**config.mk**
```make
export PLATFORM = sky130hd
export DESIGN_NAME = sonuc_bcd_cevirici_flat
export DESIGN_NICKNAME = d
export VERILOG_FILES = /design/src/rtl/sonuc_bcd_cevirici_pkg.sv /design/src/rtl/sonuc_bcd_cevirici_if.sv /design/src/rtl/sonuc_bcd_cevirici_duzelt.sv /design/src/rtl/sonuc_bcd_cevirici.sv /design/src/flat_wrapper.sv
export SDC_FILE = /design/constraint.sdc
export NUM_CORES = 1
export LEC_CHECK = 0
export ABC_AREA = 1
export BUFFER_PORTS_ARGS = -buffer_cell sky130_fd_sc_hd__clkbuf_2
export CORE_MARGIN = 8
export CORE_UTILIZATION = 25
export CTS_CLUSTER_DIAMETER = 200
export DETAILED_ROUTE_END_ITERATION = 6
export SYNTH_ARGS = -nofsm -noshare
export SYNTH_HDL_FRONTEND = slang
export SYNTH_SLANG_ARGS = --single-unit
```
**constraint.sdc**
```tcl
create_clock -name clk -period 2.41 [get_ports clk]
set_clock_uncertainty 0.1 [all_clocks]
set_input_delay 0.6025 -clock clk [delete_from_list [all_inputs] [get_ports clk]]
set_output_delay 0.6025 -clock clk [all_outputs]
set_load 0.02 [all_outputs]
```
**src/rtl/sonuc_bcd_cevirici_pkg.sv**
```systemverilog
// rtl/sonuc_bcd_cevirici_pkg.sv - shared types and constants for the result-to-BCD converter (optional SIFIR_BASTIR_EN helper)
package hesap_pkg;

    localparam int KESIR_BIT      = 16;
    localparam int VERI_GENISLIGI = 32;
    localparam int BASAMAK        = 10;

    typedef enum logic [1:0] {
        BOS    = 2'd0,
        YUKLE  = 2'd1,
        KAYDIR = 2'd2,
        BITTI  = 2'd3
    } durum_t;

    typedef logic [3:0] bcd_nibble_t;

`ifdef SIFIR_BASTIR_EN
    // Walk from the top digit down; a digit is blanked while everything above it is zero.
    // Digit 0 is always shown so a zero result still displays "0".
    function automatic logic [BASAMAK-1:0] bos_maske_hesapla(input logic [4*BASAMAK-1:0] bcd);
        logic [BASAMAK-1:0] maske;
        logic               hep_sifir;
        maske     = '0;
        hep_sifir = 1'b1;
        for (int k = BASAMAK - 1; k >= 1; k--) begin
            hep_sifir = hep_sifir & (bcd[4*k +: 4] == 4'd0);
            maske[k]  = hep_sifir;
        end
        return maske;
    endfunction
`endif

endpackage

```
**src/rtl/sonuc_bcd_cevirici_if.sv**
```systemverilog
// rtl/sonuc_bcd_cevirici_if.sv - arithmetic-result input and BCD output bundle (bos_mask only with SIFIR_BASTIR_EN)
interface sonuc_bcd_cevirici_if;
    import hesap_pkg::*;

    logic [63:0]          sonuc;
    logic                 hazir;
    logic                 gecerli;
    logic [4*BASAMAK-1:0] basamak;
    logic                 isaret;
    logic                 cikis_gecerli;
    logic                 mesgul;
`ifdef SIFIR_BASTIR_EN
    logic [BASAMAK-1:0]   bos_mask;

    modport master (output sonuc, hazir, gecerli,
                    input  basamak, isaret, cikis_gecerli, mesgul, bos_mask);
    modport slave  (input  sonuc, hazir, gecerli,
                    output basamak, isaret, cikis_gecerli, mesgul, bos_mask);
`else
    modport master (output sonuc, hazir, gecerli,
                    input  basamak, isaret, cikis_gecerli, mesgul);
    modport slave  (input  sonuc, hazir, gecerli,
                    output basamak, isaret, cikis_gecerli, mesgul);
`endif

endinterface

```
**src/rtl/sonuc_bcd_cevirici_duzelt.sv**
```systemverilog
// rtl/sonuc_bcd_cevirici_duzelt.sv - single BCD nibble add-3 correction for double-dabble
module bcd_basamak_duzelt
    import hesap_pkg::*;
(
    input  bcd_nibble_t giris,
    output bcd_nibble_t cikis
);

    // A nibble of 5..9 would overflow past 9 after the shift, so pre-bias it by 3.
    always_comb begin
        cikis = giris;
        if (giris >= 4'd5) begin
            cikis = giris + 4'd3;
        end
    end

endmodule

```
**src/rtl/sonuc_bcd_cevirici.sv**
```systemverilog
// rtl/sonuc_bcd_cevirici.sv - sequential signed fixed-point integer to sign+BCD converter (optional SIFIR_BASTIR_EN)
module sonuc_bcd_cevirici
    import hesap_pkg::*;
(
    input  logic                   clk,
    input  logic                   rst_n,
    sonuc_bcd_cevirici_if.slave    bus
);

    localparam int BW = 4 * BASAMAK;
    localparam int VW = VERI_GENISLIGI;
    localparam int SW = $clog2(VERI_GENISLIGI + 1);

    durum_t        durum_q,      durum_d;
    logic [63:0]   son_sonuc_q,  son_sonuc_d;
    logic          yakalandi_q,  yakalandi_d;
    logic [VW-1:0] m_q,          m_d;
    logic [BW-1:0] bcd_q,        bcd_d;
    logic [SW-1:0] sayac_q,      sayac_d;
    logic          isaret_r_q,   isaret_r_d;
    logic [BW-1:0] basamak_q,    basamak_d;
    logic          isaret_q,     isaret_d;
    logic          cikis_q,      cikis_d;
`ifdef SIFIR_BASTIR_EN
    logic [BASAMAK-1:0] bos_mask_q, bos_mask_d;
`endif

    logic [VW-1:0]    x;
    logic [BW-1:0]    bcd_duz;
    logic [BW+VW-1:0] birlesik;
    logic [BW-1:0]    bcd_kay;
    logic [VW-1:0]    m_kay;
    logic             kabul;

    // Add-3 correction on every digit before the shift.
    for (genvar g = 0; g < BASAMAK; g++) begin : g_duzelt
        bcd_basamak_duzelt u_duzelt (
            .giris (bcd_q[4*g +: 4]),
            .cikis (bcd_duz[4*g +: 4])
        );
    end

    assign x        = bus.sonuc[KESIR_BIT + VW - 1 : KESIR_BIT];
    assign birlesik = {bcd_duz, m_q};
    assign bcd_kay  = birlesik[BW + VW - 2 -: BW];
    assign m_kay    = {m_q[VW-2:0], 1'b0};

    // Levels stay high upstream, so only a result different from the last one converted starts work.
    assign kabul = bus.hazir & bus.gecerli & (durum_q == BOS) &
                   (~yakalandi_q | (bus.sonuc != son_sonuc_q));

    // Next-state and datapath: load magnitude, shift VW times, publish on the last shift.
    always_comb begin
        durum_d     = durum_q;
        son_sonuc_d = son_sonuc_q;
        yakalandi_d = yakalandi_q;
        m_d         = m_q;
        bcd_d       = bcd_q;
        sayac_d     = sayac_q;
        isaret_r_d  = isaret_r_q;
        basamak_d   = basamak_q;
        isaret_d    = isaret_q;
        cikis_d     = 1'b0;
`ifdef SIFIR_BASTIR_EN
        bos_mask_d  = bos_mask_q;
`endif
        case (durum_q)
            BOS: begin
                if (kabul) begin
                    durum_d = YUKLE;
                end
            end
            YUKLE: begin
                son_sonuc_d = bus.sonuc;
                yakalandi_d = 1'b1;
                isaret_r_d  = x[VW-1];
                m_d         = x[VW-1] ? (~x + 1'b1) : x;
                bcd_d       = '0;
                sayac_d     = SW'(VW);
                durum_d     = KAYDIR;
            end
            KAYDIR: begin
                bcd_d   = bcd_kay;
                m_d     = m_kay;
                sayac_d = sayac_q - SW'(1);
                if (sayac_q == SW'(1)) begin
                    durum_d   = BITTI;
                    basamak_d = bcd_kay;
                    isaret_d  = isaret_r_q & (bcd_kay != '0);
                    cikis_d   = 1'b1;
`ifdef SIFIR_BASTIR_EN
                    bos_mask_d = bos_maske_hesapla(bcd_kay);
`endif
                end
            end
            BITTI: begin
                durum_d = BOS;
            end
            default: begin
                durum_d = BOS;
            end
        endcase
    end

    // State and output registers; reset aborts any conversion and forgets the last result.
    always_ff @(posedge clk or negedge rst_n) begin
        if (!rst_n) begin
            durum_q     <= BOS;
            son_sonuc_q <= '0;
            yakalandi_q <= 1'b0;
            m_q         <= '0;
            bcd_q       <= '0;
            sayac_q     <= '0;
            isaret_r_q  <= 1'b0;
            basamak_q   <= '0;
            isaret_q    <= 1'b0;
            cikis_q     <= 1'b0;
`ifdef SIFIR_BASTIR_EN
            bos_mask_q  <= '0;
`endif
        end else begin
            durum_q     <= durum_d;
            son_sonuc_q <= son_sonuc_d;
            yakalandi_q <= yakalandi_d;
            m_q         <= m_d;
            bcd_q       <= bcd_d;
            sayac_q     <= sayac_d;
            isaret_r_q  <= isaret_r_d;
            basamak_q   <= basamak_d;
            isaret_q    <= isaret_d;
            cikis_q     <= cikis_d;
`ifdef SIFIR_BASTIR_EN
            bos_mask_q  <= bos_mask_d;
`endif
        end
    end

    assign bus.basamak       = basamak_q;
    assign bus.isaret        = isaret_q;
    assign bus.cikis_gecerli = cikis_q;
    assign bus.mesgul        = (durum_q != BOS);
`ifdef SIFIR_BASTIR_EN
    assign bus.bos_mask      = bos_mask_q;
`endif

endmodule

```
**src/flat_wrapper.sv**
```systemverilog
// flat-port wrapper written by rule: the top's interface ports become plain ports
module sonuc_bcd_cevirici_flat import hesap_pkg::*;
  (clk, rst_n, bus_sonuc, bus_hazir, bus_gecerli, bus_basamak, bus_isaret, bus_cikis_gecerli, bus_mesgul);
  sonuc_bcd_cevirici_if bus_i ();
  input  logic clk;
  input  logic rst_n;
  input wire logic [$bits(bus_i.sonuc)-1:0] bus_sonuc;
  input wire logic [$bits(bus_i.hazir)-1:0] bus_hazir;
  input wire logic [$bits(bus_i.gecerli)-1:0] bus_gecerli;
  output wire logic [$bits(bus_i.basamak)-1:0] bus_basamak;
  output wire logic [$bits(bus_i.isaret)-1:0] bus_isaret;
  output wire logic [$bits(bus_i.cikis_gecerli)-1:0] bus_cikis_gecerli;
  output wire logic [$bits(bus_i.mesgul)-1:0] bus_mesgul;
  assign bus_i.sonuc = bus_sonuc;
  assign bus_i.hazir = bus_hazir;
  assign bus_i.gecerli = bus_gecerli;
  assign bus_basamak = bus_i.basamak;
  assign bus_isaret = bus_i.isaret;
  assign bus_cikis_gecerli = bus_i.cikis_gecerli;
  assign bus_mesgul = bus_i.mesgul;
  sonuc_bcd_cevirici u_core (.clk(clk), .rst_n(rst_n), .bus(bus_i));
endmodule
```
==> key figures, run 1 <==
Placed design
  • HPWL Detailed: just under 20000 µm
  • Placement Cell Area: 0.01145 mm²
  • Pre-CTS setup slack: between 0.1 and 0.15 ns
  • Gpl congestion: approximately 0.84
  • IO Port Bufs: between 100 and 150

Layout
  • Commonest non-fill, non-tap cell in the layout: nand2_1
  • Design area: 0.01204 mm²
  • Multi-input logic area: roughly 0.0045 mm²
  • Filler instances: between 4000 and 5000
  • NumNets Final: between 1500 and 2000
  • N_diodes: 0
  • Area Growth Syn to Fin: 19.13%
  • Sequential Area: about 0.0047 mm²
  • Most frequent cells in the layout: 383 x nand2_1, 195 x inv_1, 187 x dfrtp_1
  • Share of cells above drive strength 1: approximately 14%

STA
  • Final WS setup: ~0.25 ns
  • Period Utilization, post-route: 89.65%
  • Minimum clock period: 2.161 ns
  • Final hold viol count: 0
  • Max frequency: roughly 0.46 GHz
  • Setup TNS: 0 ns
  • Final setup fails: 0
  • Worst Tran Pin Value: slightly below 0.8 ns
  • Max-slew headroom: about half
  • Pins Over Slew Limit: 0
  • RSZ-0062 raised after global routing: false

Clock network
  • Clock sinks: roughly 190
  • Postcts setup bufs: 0
  • H-tree depth: 4
  • Max Buffers Root-to-Sink: 2
  • # resized after CTS: 0
  • Root buffer cell: clkbuf_16
  • CTS tree: built
  • Reg clk slew, reported paths: ~0.080 ns
  • Clock latency on the worst-skew pair: 0.44 ns
  • Clock buffer count from CTS: 17
  • Hold_buf cts: 0

Routing
  • Via/cell ratio: approximately 4.5
  • Vias after detailed routing: 8821
  • Remaining routing DRC violations: 0
  • DR WL met3: approximately 1900 µm
  • First-pass iteration count of the detailed router: 7
  • Post-Route WL: 26620 µm
  • Detail-routed net length per standard cell: about 13 µm
  • Met2 wire length: 11690 µm
  • Metal1 wirelength: about 13000 µm
  • Top Metal Used: met4
  • 1st-iter DRT viols: 628
  • Routed Antenna Nets: 0

Global route
  • First-pass GRT wire length: 44460 µm
  • Vias in the first global route: ~8600
  • Gr usage total: a little under an eighth
  • Initial antenna violation count: 1
  • Grt ovf: 0
  • Largest net degree at the start of global routing: 60

Worst setup path
  • Setup crit end kind: flip-flop
  • Crit start category: flip-flop
  • Crit path from: u_core.bcd_q[12]
  • Crit path arrival time: approximately 2.4 ns
  • Crit Path Category: flip-flop to flip-flop
  • R2R Setup Slk: about 0.25 ns
  • Critical path required time: ~2.6 ns
  • Crit Path Max Fanout: 4
  • Worst reg2reg path startpoint: u_core.bcd_q[12]

Synthesis
  • Yosys reg bits: roughly 190
  • Syn nets: between 1000 and 1500
  • Synth Warn #: 0
  • Register area share after synthesis: 46.31%
  • Gate Count Post-Synth: between 1000 and 1500
  • Netlist cell types: 37
  • Async S/R FF share, synth: 100.0%
  • Cell Area, Synth: 0.01010 mm²
  • Post-synth EDFFs: 0
  • Syn avg cell area: 7.643 µm²
  • Primary FF master, synth: dfrtp_1

Floorplan
  • Die ar.: about 0.047 mm²
  • Die width: 217.0 µm
  • Number of I/O pins: 111
  • Initial core utilization: between 20% and 30%
  • Die height: 217.0 µm
  • Row count: 73
  • Total core area: between 0.03 and 0.04 mm²

Min path
  • Hold Crit Class: input port to asynchronous set/reset pin

Power
  • Sequential power share: 38.1%
  • Final Power: roughly 12 mW
  • Peak supply drop: 0.0006503 V
  • Logic gate share of total power: a little under two fifths
  • Pwr dens: between 900 and 1000 mW/mm²
  • Net switching power: approximately 4.6 mW
  • Lkg Pwr: 5.851 nW
  • Clock share of power: about a quarter
  • Internal power: a little over 7 mW
  • Switching share of power: between 30% and 40%

Flow run
  • Max cap viols: 0

Status
  • Status: finished clean
-- state kept, by name (all words and copies together) (netlist names) --
register and cells:
u_core.bcd_q 40, u_core.bus.basamak 40, u_core.bus.cikis_gecerli 1, u_core.bus.isaret 1, u_core.durum_q 2, u_core.m_q 32, u_core.sayac_q 6, u_core.son_sonuc_q 64
u_core.yakalandi_q 1
-- logic make-up (layout without fill, tap and decap cells) --
family | count (synthesis) | count (layout) | share of synthesized area, %
flip-flops | 187 | 187 | 46.31
buffers and inverters | 252 | 377 | 9.435
AND/OR/NAND/NOR | 566 | 566 | 23.39
adder cells (fa/ha/maj) | 26 | 26 | 3.219
XOR/XNOR | 41 | 41 | 3.554
AO/OA/AOI/OAI | 250 | 250 | 14.09
-- path summary, 6_finish.rpt --
path,end,cells past startpoint
worst max register to register,u_core.bus.isaret,13
worst max-delay path,u_core.bus.isaret,13
max in group asynchronous,u_core.m_q[0],2
worst min-delay path,u_core.bus.basamak[13],1
worst min register to register,u_core.yakalandi_q,2
min in group clk,u_core.son_sonuc_q[2],3
-- synthesized netlist by cell type (2+ instances only) --
| library cell | instances | area [µm²] |
|---|---|---|
| clkbuf_1 | 41 | 153.9 |
| o21bai_1 | 10 | 75.07 |
| nor2_4 | 3 | 33.78 |
| nand4_1 | 13 | 81.33 |
| xnor2_1 | 14 | 122.6 |
| nor3_4 | 2 | 32.53 |
| nor4_1 | 4 | 25.02 |
| o21ai_0 | 141 | 705.7 |
| nor2_1 | 74 | 277.8 |
| buf_2 | 6 | 30.03 |
| a21boi_0 | 2 | 15.01 |
| a21oi_1 | 18 | 90.09 |
| or2_2 | 4 | 25.02 |
| nand3_2 | 2 | 20.02 |
| nor3_1 | 11 | 55.05 |
| xor2_1 | 27 | 236.5 |
| nand3_1 | 59 | 295.3 |
| buf_1 | 2 | 7.510 |
| o211ai_1 | 9 | 67.56 |
| nand2_1 | 384 | 1441 |
| o21ai_1 | 2 | 10.01 |
| nand2_2 | 5 | 31.28 |
| inv_1 | 195 | 732.0 |
| ha_1 | 26 | 325.3 |
| o311ai_0 | 3 | 26.28 |
| inv_2 | 7 | 26.28 |
| nor2_2 | 2 | 12.51 |
| o221ai_1 | 4 | 35.03 |
| nand3b_1 | 2 | 15.01 |
| dfrtp_1 | 187 | 4679 |
| o22ai_1 | 57 | 356.6 |
-- stage by stage --
step	utilization, %	std cells	hold slack (ns)
final	30.23	1972	0.002019
after global routing	30.23	1972	0.01796
after CTS	30.23	1972	0.003320
after global placement	28.75	1940	0.3289
after floorplan	-	1322	0.2069
after detailed placement	28.75	1940	0.3332
-- metal layers --
metal | vias up | GRT usage (%)
met5 | - | 0
met4 | 0 | 2.795
met3 | 23 | 3.564
met2 | 214 | 17.70
met1 | 4124 | 15.27
li1 | 4460 | -
-- critical path: stages (launching register included) --
cell and delay (ns):
dfrtp_1 0.39, inv_1 0.11, ha_1 0.18, inv_1 0.06, o21ai_0 0.14, nand2_1 0.14
xor2_1 0.29, nand2_1 0.08, nor2_1 0.12, nand2_1 0.08, nor3_1 0.13, nand2_1 0.07
nand2_1 0.09, nand2_1 0.06
-- power groups by stage --
stage	Combinational [mW]	Clock, mW	Sequential, mW
finish	4.36	2.91	4.47
global route	5.05	3.11	4.59
CTS	4.41	2.99	4.48
detailed placement	4.39	0	4.53
global placement	4.31	0	4.50
floorplan	3.20	0	4.42
-- final cells by class --
type / count / share of cell area [%]
repair buffers: 142 / 7.161
clock inverters: 14 / 1.320
clock buffers: 18 / 3.565
multi-input cells: 883 / 37.29
flip-flops and latches: 187 / 38.87
inverters: 203 / 6.330
well taps: 525 / 5.457
Note: power is estimated with default switching activity, not from simulation.
==> run 2, diff against run 1 <==
--- a/config.mk
+++ b/config.mk
@@ -9,8 +9,10 @@
 export BUFFER_PORTS_ARGS = -buffer_cell sky130_fd_sc_hd__clkbuf_2
 export CORE_MARGIN = 8
 export CORE_UTILIZATION = 25
+export CTS_BUF_LIST = sky130_fd_sc_hd__clkbuf_16
 export CTS_CLUSTER_DIAMETER = 200
 export DETAILED_ROUTE_END_ITERATION = 6
+export HOLD_SLACK_MARGIN = 0.15
 export SYNTH_ARGS = -nofsm -noshare
 export SYNTH_HDL_FRONTEND = slang
 export SYNTH_SLANG_ARGS = --single-unit
==> key figures, run 2 (synthesized netlist as in run 1, its figures left out) <==
Placed design
  • HPWL Detailed: 19780 µm (unchanged)
  • Gpl congestion: 0.8413 (unchanged)
  • DP Cell Count: 1940 (unchanged)
  • IO Port Bufs: 110 (unchanged)

Floorplan
  • Die height: 217.0 µm (unchanged)
  • Number of I/O pins: 111 (unchanged)
  • Die ar.: 0.04711 mm² (unchanged)
  • Total core area: 0.03982 mm² (unchanged)
  • Row count: 73 (unchanged)
  • Initial core utilization: 25.37% (unchanged)
  • Die width: 217.0 µm (unchanged)

Worst setup path
  • R2R Setup Slk: 0.23 ns (was 0.25 ns)
  • Critical R2R Capture: u_core.bus.isaret (unchanged)
  • Crit path arrival time: 2.42 ns (was 2.40 ns)
  • Crit start category: flip-flop (unchanged)
  • R2r worst-path depth: 13 (unchanged)
  • Worst reg2reg path startpoint: u_core.bcd_q[12] (unchanged)
  • Crit Path Category: flip-flop to flip-flop (unchanged)
  • Critical path required time: 2.64 ns (about the same)
  • Setup crit end kind: flip-flop (unchanged)
  • Crit Path Max Fanout: 4 (unchanged)

Global route
  • Grt ovf: 0 (unchanged)
  • First-pass GRT wire length: 44470 µm (was 44460 µm)
  • Initial antenna violation count: 1 (unchanged)
  • Largest net degree at the start of global routing: 60 (unchanged)
  • Gr usage total: 11.40% (about the same)
  • Vias in the first global route: 8642 (was 8639)

Clock network
  • Reg clk slew, reported paths: 0.08 ns (about the same)
  • CTS tree: built (unchanged)
  • Clock buffer count from CTS: 17 (unchanged)
  • Root buffer cell: clkbuf_16 (unchanged)
  • Max Buffers Root-to-Sink: 2 (unchanged)
  • Clock latency on the worst-skew pair: 0.44 ns (about the same)
  • H-tree depth: 4 (unchanged)
  • Clock sinks: 187 (unchanged)

Routing
  • 1st-iter DRT viols: 615 (was 628)
  • Via/cell ratio: 4.472 (was 4.473)
  • Vias after detailed routing: 8823 (was 8821)
  • Remaining routing DRC violations: 0 (unchanged)
  • Detail-routed net length per standard cell: 13.48 µm (was 13.50 µm)
  • Post-Route WL: 26600 µm (was 26620 µm)
  • First-pass iteration count of the detailed router: 7 (unchanged)
  • Routed Antenna Nets: 0 (unchanged)

Layout
  • Sequential Area: 0.004679 mm² (unchanged)
  • Final cell count without fillers: 1973 (was 1972)
  • Max reg flops: 64 (unchanged)
  • Area Growth Syn to Fin: 19.23% (was 19.13%)
  • Most frequent cells in the layout: 383 x nand2_1, 196 x inv_1, 187 x dfrtp_1 (was 383 x nand2_1, 195 x inv_1, 187 x dfrtp_1)
  • Filler instances: 4304 (was 4305)
  • N_diodes: 0 (unchanged)
  • Commonest non-fill, non-tap cell in the layout: nand2_1 (unchanged)
  • Share of cells above drive strength 1: 14.09% (was 14.10%)
  • Largest Register: u_core.son_sonuc_q (unchanged)
  • NumNets Final: 1529 (was 1528)
  • Multi-input logic area: 0.004489 mm² (unchanged)

Min path
  • Hold endpoint: u_core.son_sonuc_q[2]
  • Worst min-delay path startpoint: bus_sonuc[2]
  • Hold Crit Class: input port to flip-flop (was input port to asynchronous set/reset pin)
  • Hold path cells: 3

Power
  • Pwr dens: 973.8 mW/mm² (was 975.3 mW/mm²)
  • Peak supply drop: 0.0006414 V (was 0.0006503 V)
  • Lkg Pwr: 5.859 nW (was 5.851 nW)

STA
  • Period Utilization, post-route: 90.55% (was 89.65%)
  • Worst Tran Pin Value: 0.7699 ns (was 0.7740 ns)
  • Max-slew headroom: 48.62% (was 48.35%)
  • Max frequency: 0.4582 GHz (was 0.4628 GHz)
  • Final setup fails: 0 (unchanged)
  • RSZ-0062 raised after global routing: false (unchanged)
  • Pins Over Slew Limit: 0 (unchanged)
  • Setup TNS: 0 ns (unchanged)
  • Minimum clock period: 2.182 ns (was 2.161 ns)
  • Final hold viol count: 0 (unchanged)

Status
  • Status: finished clean (unchanged)

Flow run
  • Max cap viols: 0 (unchanged)
run 2: worst max-delay path by stage:
stage / start / endpoint / slack (ns) / cells past startpoint
2_1_floorplan: bus_sonuc[16] / u_core.m_q[20] / 0.41 / 10
3_3_place_gp: bus_sonuc[17] / u_core.m_q[28] / 0.14 / 13
3_5_place_dp: bus_sonuc[20] / u_core.durum_q[0] / 0.10 / 15
4_1_cts: u_core.bcd_q[28] / u_core.bus.isaret / 0.14 / 13
5_1_grt: u_core.bcd_q[32] / u_core.bus.isaret / 0.007 / 13
6_report: u_core.bcd_q[12] / u_core.bus.isaret / 0.23 / 13
run 2: routing by layer:
metal  track usage, %  routed length (µm)  share of wire, %  vias to the layer above
li1                 -                   -                 -                     4456
met3            3.564                1936               7.3                       23
met5                0                   0                 0                        -
met2            17.70               11740                44                      223
met4            2.795                 310               1.2                        0
met1            15.28               12610                47                     4121
run 2: metrics by stage:
| stage | setup WS (ns) | area, µm² | hold WS, ns | util (%) | power (mW) |
|---|---|---|---|---|---|
| CTS | 0.1357 | 12050 | 0.2642 | 30.25 | 11.86 |
| global placement | 0.1409 | 11450 | 0.3289 | 28.75 | 8.810 |
| finish | 0.2277 | 12050 | 0.2861 | 30.25 | 11.73 |
| detailed placement | 0.1044 | 11450 | 0.3332 | 28.75 | 8.924 |
| floorplan | 0.4061 | 10100 | 0.2069 | - | 7.626 |
| global route | 0.006597 | 12050 | 0.2903 | 30.25 | 12.74 |
run 2: repair_timing:
action                     4_1_cts  5_1_grt
setup endpoints to repair        0        1
hold endpoints to repair        43        0
buffers inserted                 0        0
hold buffers                     1        0
resized for setup                0        1
run 2: final cells by class:
| class | count | area share (%) |
|---|---|---|
| Tap cell | 525 | 5.452 |
| Sequential cell | 187 | 38.84 |
| Inverter | 203 | 6.325 |
| Clock inverter | 15 | 1.350 |
| Multi-Input combinational cell | 883 | 37.26 |
| Timing Repair Buffer | 143 | 7.239 |
| Clock buffer | 17 | 3.531 |
run 2: power by group:
group          internal (mW)  switching (mW)  leakage (nW)
sequential              4.04           0.435          2.43
combinational           1.52            2.84          3.14
clock                   1.55            1.35         0.286
run 2: critical path: stages (launching register included):
cell and delay, ns:
dfrtp_1 0.39, inv_1 0.11, ha_1 0.18, inv_1 0.06
o21ai_0 0.14, nand2_1 0.14, xor2_1 0.31, nand2_1 0.08
nor2_1 0.12, nand2_1 0.08, nor3_1 0.13, nand2_1 0.07
nand2_1 0.09, nand2_1 0.06
==> run 3, diff against run 2 <==
--- a/config.mk
+++ b/config.mk
@@ -13,6 +13,7 @@
 export CTS_CLUSTER_DIAMETER = 200
 export DETAILED_ROUTE_END_ITERATION = 6
 export HOLD_SLACK_MARGIN = 0.15
+export RECOVER_POWER = 25
 export SYNTH_ARGS = -nofsm -noshare
 export SYNTH_HDL_FRONTEND = slang
 export SYNTH_SLANG_ARGS = --single-unit
==> key figures, run 3 (synthesized netlist as in run 1, its figures left out) <==
Worst setup path
  • Setup crit end kind: flip-flop (unchanged)
  • Slowest CP cell: dfrtp_1 (unchanged)
  • Critical R2R Capture: u_core.bus.isaret (unchanged)
  • Crit Path Category: flip-flop to flip-flop (unchanged)
  • Critical Path, Cell by Cell: inv_1 -> ha_1 -> inv_1 -> o21ai_0 -> nand2_1 -> xor2_1 -> nand2_1 -> nor2_1 -> nand2_1 -> nor3_1 -> nand2_1 -> nand2_1 -> nand2_1 (unchanged)
  • R2r worst-path depth: 13 (unchanged)
  • Worst reg2reg path startpoint: u_core.bcd_q[12] (unchanged)
  • Critical path required time: 2.64 ns (about the same)
  • Crit path largest cell delay: 0.39 ns (about the same)
  • Crit path arrival time: 2.41 ns (was 2.42 ns)
  • Crit start category: flip-flop (unchanged)
  • Crit Path Max Fanout: 4 (unchanged)
  • R2R Setup Slk: 0.23 ns (about the same)
  • Most frequent cell on the critical path: nand2_1 (unchanged)

Clock network
  • Root buffer cell: clkbuf_16 (unchanged)
  • CTS tree: built (unchanged)
  • Clock sinks: 187 (unchanged)
  • Clock latency on the worst-skew pair: 0.44 ns (about the same)
  • Reg clk slew, reported paths: 0.08 ns (about the same)
  • Max Buffers Root-to-Sink: 2 (unchanged)
  • Clock buffer count from CTS: 17 (unchanged)
  • H-tree depth: 4 (unchanged)
  • Postcts setup bufs: 0 (unchanged)

STA
  • Pins Over Slew Limit: 0 (unchanged)
  • Setup TNS: 0 ns (unchanged)
  • Max frequency: 0.4583 GHz (was 0.4582 GHz)
  • Max-slew headroom: 10.14% (was 48.62%)
  • Period Utilization, post-route: 90.53% (was 90.55%)
  • Worst Tran Pin Value: 1.348 ns (was 0.7699 ns)
  • RSZ-0062 raised after global routing: false (unchanged)
  • Minimum clock period: 2.182 ns (about the same)
  • Worst hold slack: 0.2875 ns (was 0.2861 ns)
  • Final setup fails: 0 (unchanged)
  • Final hold viol count: 0 (unchanged)

Power
  • Internal power: 7.092 mW (was 7.112 mW)
  • Peak supply drop: 0.0006398 V (was 0.0006414 V)
  • Net switching power: 4.608 mW (was 4.621 mW)
  • Final Power: 11.70 mW (was 11.73 mW)
  • Pwr dens: 974.3 mW/mm² (was 973.8 mW/mm²)
  • Sequential power share: 38.2% (was 38.1%)
  • Logic gate share of total power: 37.1% (about the same)
  • Lkg Pwr: 5.849 nW (was 5.859 nW)
  • Clock share of power: 24.8% (was 24.7%)
  • Switching share of power: 39.38% (about the same)

Global route
  • Largest net degree at the start of global routing: 60 (unchanged)
  • Grt ovf: 0 (unchanged)
  • Vias in the first global route: 8642 (unchanged)
  • Gr usage total: 11.40% (unchanged)
  • First-pass GRT wire length: 44470 µm (unchanged)
  • Initial antenna violation count: 1 (unchanged)

Layout
  • N_diodes: 0 (unchanged)
  • Share of cells above drive strength 1: 14.02% (was 14.09%)
  • Largest Register: u_core.son_sonuc_q (unchanged)
  • Commonest non-fill, non-tap cell in the layout: nand2_1 (unchanged)
  • Most frequent cells in the layout: 383 x nand2_1, 196 x inv_1, 187 x dfrtp_1 (unchanged)
  • Area Growth Syn to Fin: 18.85% (was 19.23%)
  • NumNets Final: 1529 (unchanged)
  • Max reg flops: 64 (unchanged)

Min path
  • Hold Crit Class: input port to flip-flop (unchanged)
  • Worst min-delay path startpoint: bus_sonuc[2] (unchanged)
  • Hold endpoint: u_core.son_sonuc_q[2] (unchanged)
  • Hold path cells: 3 (unchanged)

Routing
  • Post-Route WL: 26570 µm (was 26600 µm)
  • Via/cell ratio: 4.451 (was 4.472)
  • Routed Antenna Nets: 0 (unchanged)
  • 1st-iter DRT viols: 627 (was 615)
  • Vias after detailed routing: 8781 (was 8823)
  • Detail-routed net length per standard cell: 13.46 µm (was 13.48 µm)
  • First-pass iteration count of the detailed router: 5 (was 7)
  • Remaining routing DRC violations: 0 (unchanged)

Floorplan
  • Row count: 73 (unchanged)
  • Die ar.: 0.04711 mm² (unchanged)
  • Number of I/O pins: 111 (unchanged)
  • Total core area: 0.03982 mm² (unchanged)
  • Initial core utilization: 25.37% (unchanged)
  • Die width: 217.0 µm (unchanged)
  • Die height: 217.0 µm (unchanged)

Placed design
  • IO Port Bufs: 110 (unchanged)
  • HPWL Detailed: 19780 µm (unchanged)
  • Gpl congestion: 0.8413 (unchanged)

Status
  • Status: finished clean (unchanged)

Flow run
  • Max cap viols: 0 (unchanged)
## run 3: cell types whose count changed in the layout (fill, tap and decap cells not counted)
cell / before / now
ha_4: 1 / 0
ha_1: 24 / 25
buf_6: 0 / 2
clkbuf_8: 1 / 0
buf_12: 5 / 3
clkbuf_2: 109 / 110
## run 3: how the worst max path moves through the flow
stage	end	slack, ns	startpoint
2_1_floorplan	u_core.m_q[20]	0.41	bus_sonuc[16]
3_3_place_gp	u_core.m_q[28]	0.14	bus_sonuc[17]
3_5_place_dp	u_core.durum_q[0]	0.10	bus_sonuc[20]
4_1_cts	u_core.bus.isaret	0.14	u_core.bcd_q[28]
5_1_grt	u_core.bus.isaret	0.007	u_core.bcd_q[32]
6_report	u_core.bus.isaret	0.23	u_core.bcd_q[12]
## run 3: metal layers
layer  global-route usage, %  share of wire [%]  vias to the layer above  wire length [µm]
met3                   3.564                7.1                       25              1895
li1                        -                  -                     4456                 -
met2                   17.70                 44                      213             11670
met1                   15.28                 48                     4087             12670
met4                   2.795                1.2                        0               330
met5                       0                  0                        -                 0
## run 3: power by group through the flow
stage	clock [mW]	combinational, mW	sequential (mW)
after CTS	2.98	4.41	4.48
after global routing	3.10	5.02	4.59
final	2.90	4.34	4.47
after global placement	0	4.31	4.50
after floorplan	0	3.20	4.42
after detailed placement	0	4.39	4.53
## run 3: layout make-up
class | instances | area (µm²)
Clock buffer | 17 | 425.4
Clock inverter | 15 | 162.7
Fill cell | 4310 | 27810
Inverter | 203 | 762.0
Multi-Input combinational cell | 883 | 4477
Sequential cell | 187 | 4679
Tap cell | 525 | 656.9
Timing Repair Buffer | 143 | 845.8
## run 3: repair_timing
item                                    in CTS  in global routing
endpoints found under the setup margin       0                  1
hold buffers                                 1                  0
hold endpoints to repair                    43                  0
gates resized for setup                      0                  1
## run 3: critical path, delay by kind of cell (launching register included)
family | cells | cell delay (ns)
AOI/OAI and AO/OA | 1 | 0.14
xor gates and xnor gates | 1 | 0.31
adders and majority gates | 1 | 0.18
buffers and inverters | 2 | 0.17
DFF | 1 | 0.39
and+or+nand+nor | 8 | 0.77
## run 3: stage by stage
stage	instances	area, µm²	setup slack (ns)	utilization, %
finish	1973	12010	0.2282	30.16
global route	1973	12010	0.006597	30.16
CTS	1973	12050	0.1357	30.25
detailed placement	1940	11450	0.1044	28.75
global placement	1940	11450	0.1409	28.75
floorplan	1322	10100	0.4061	-
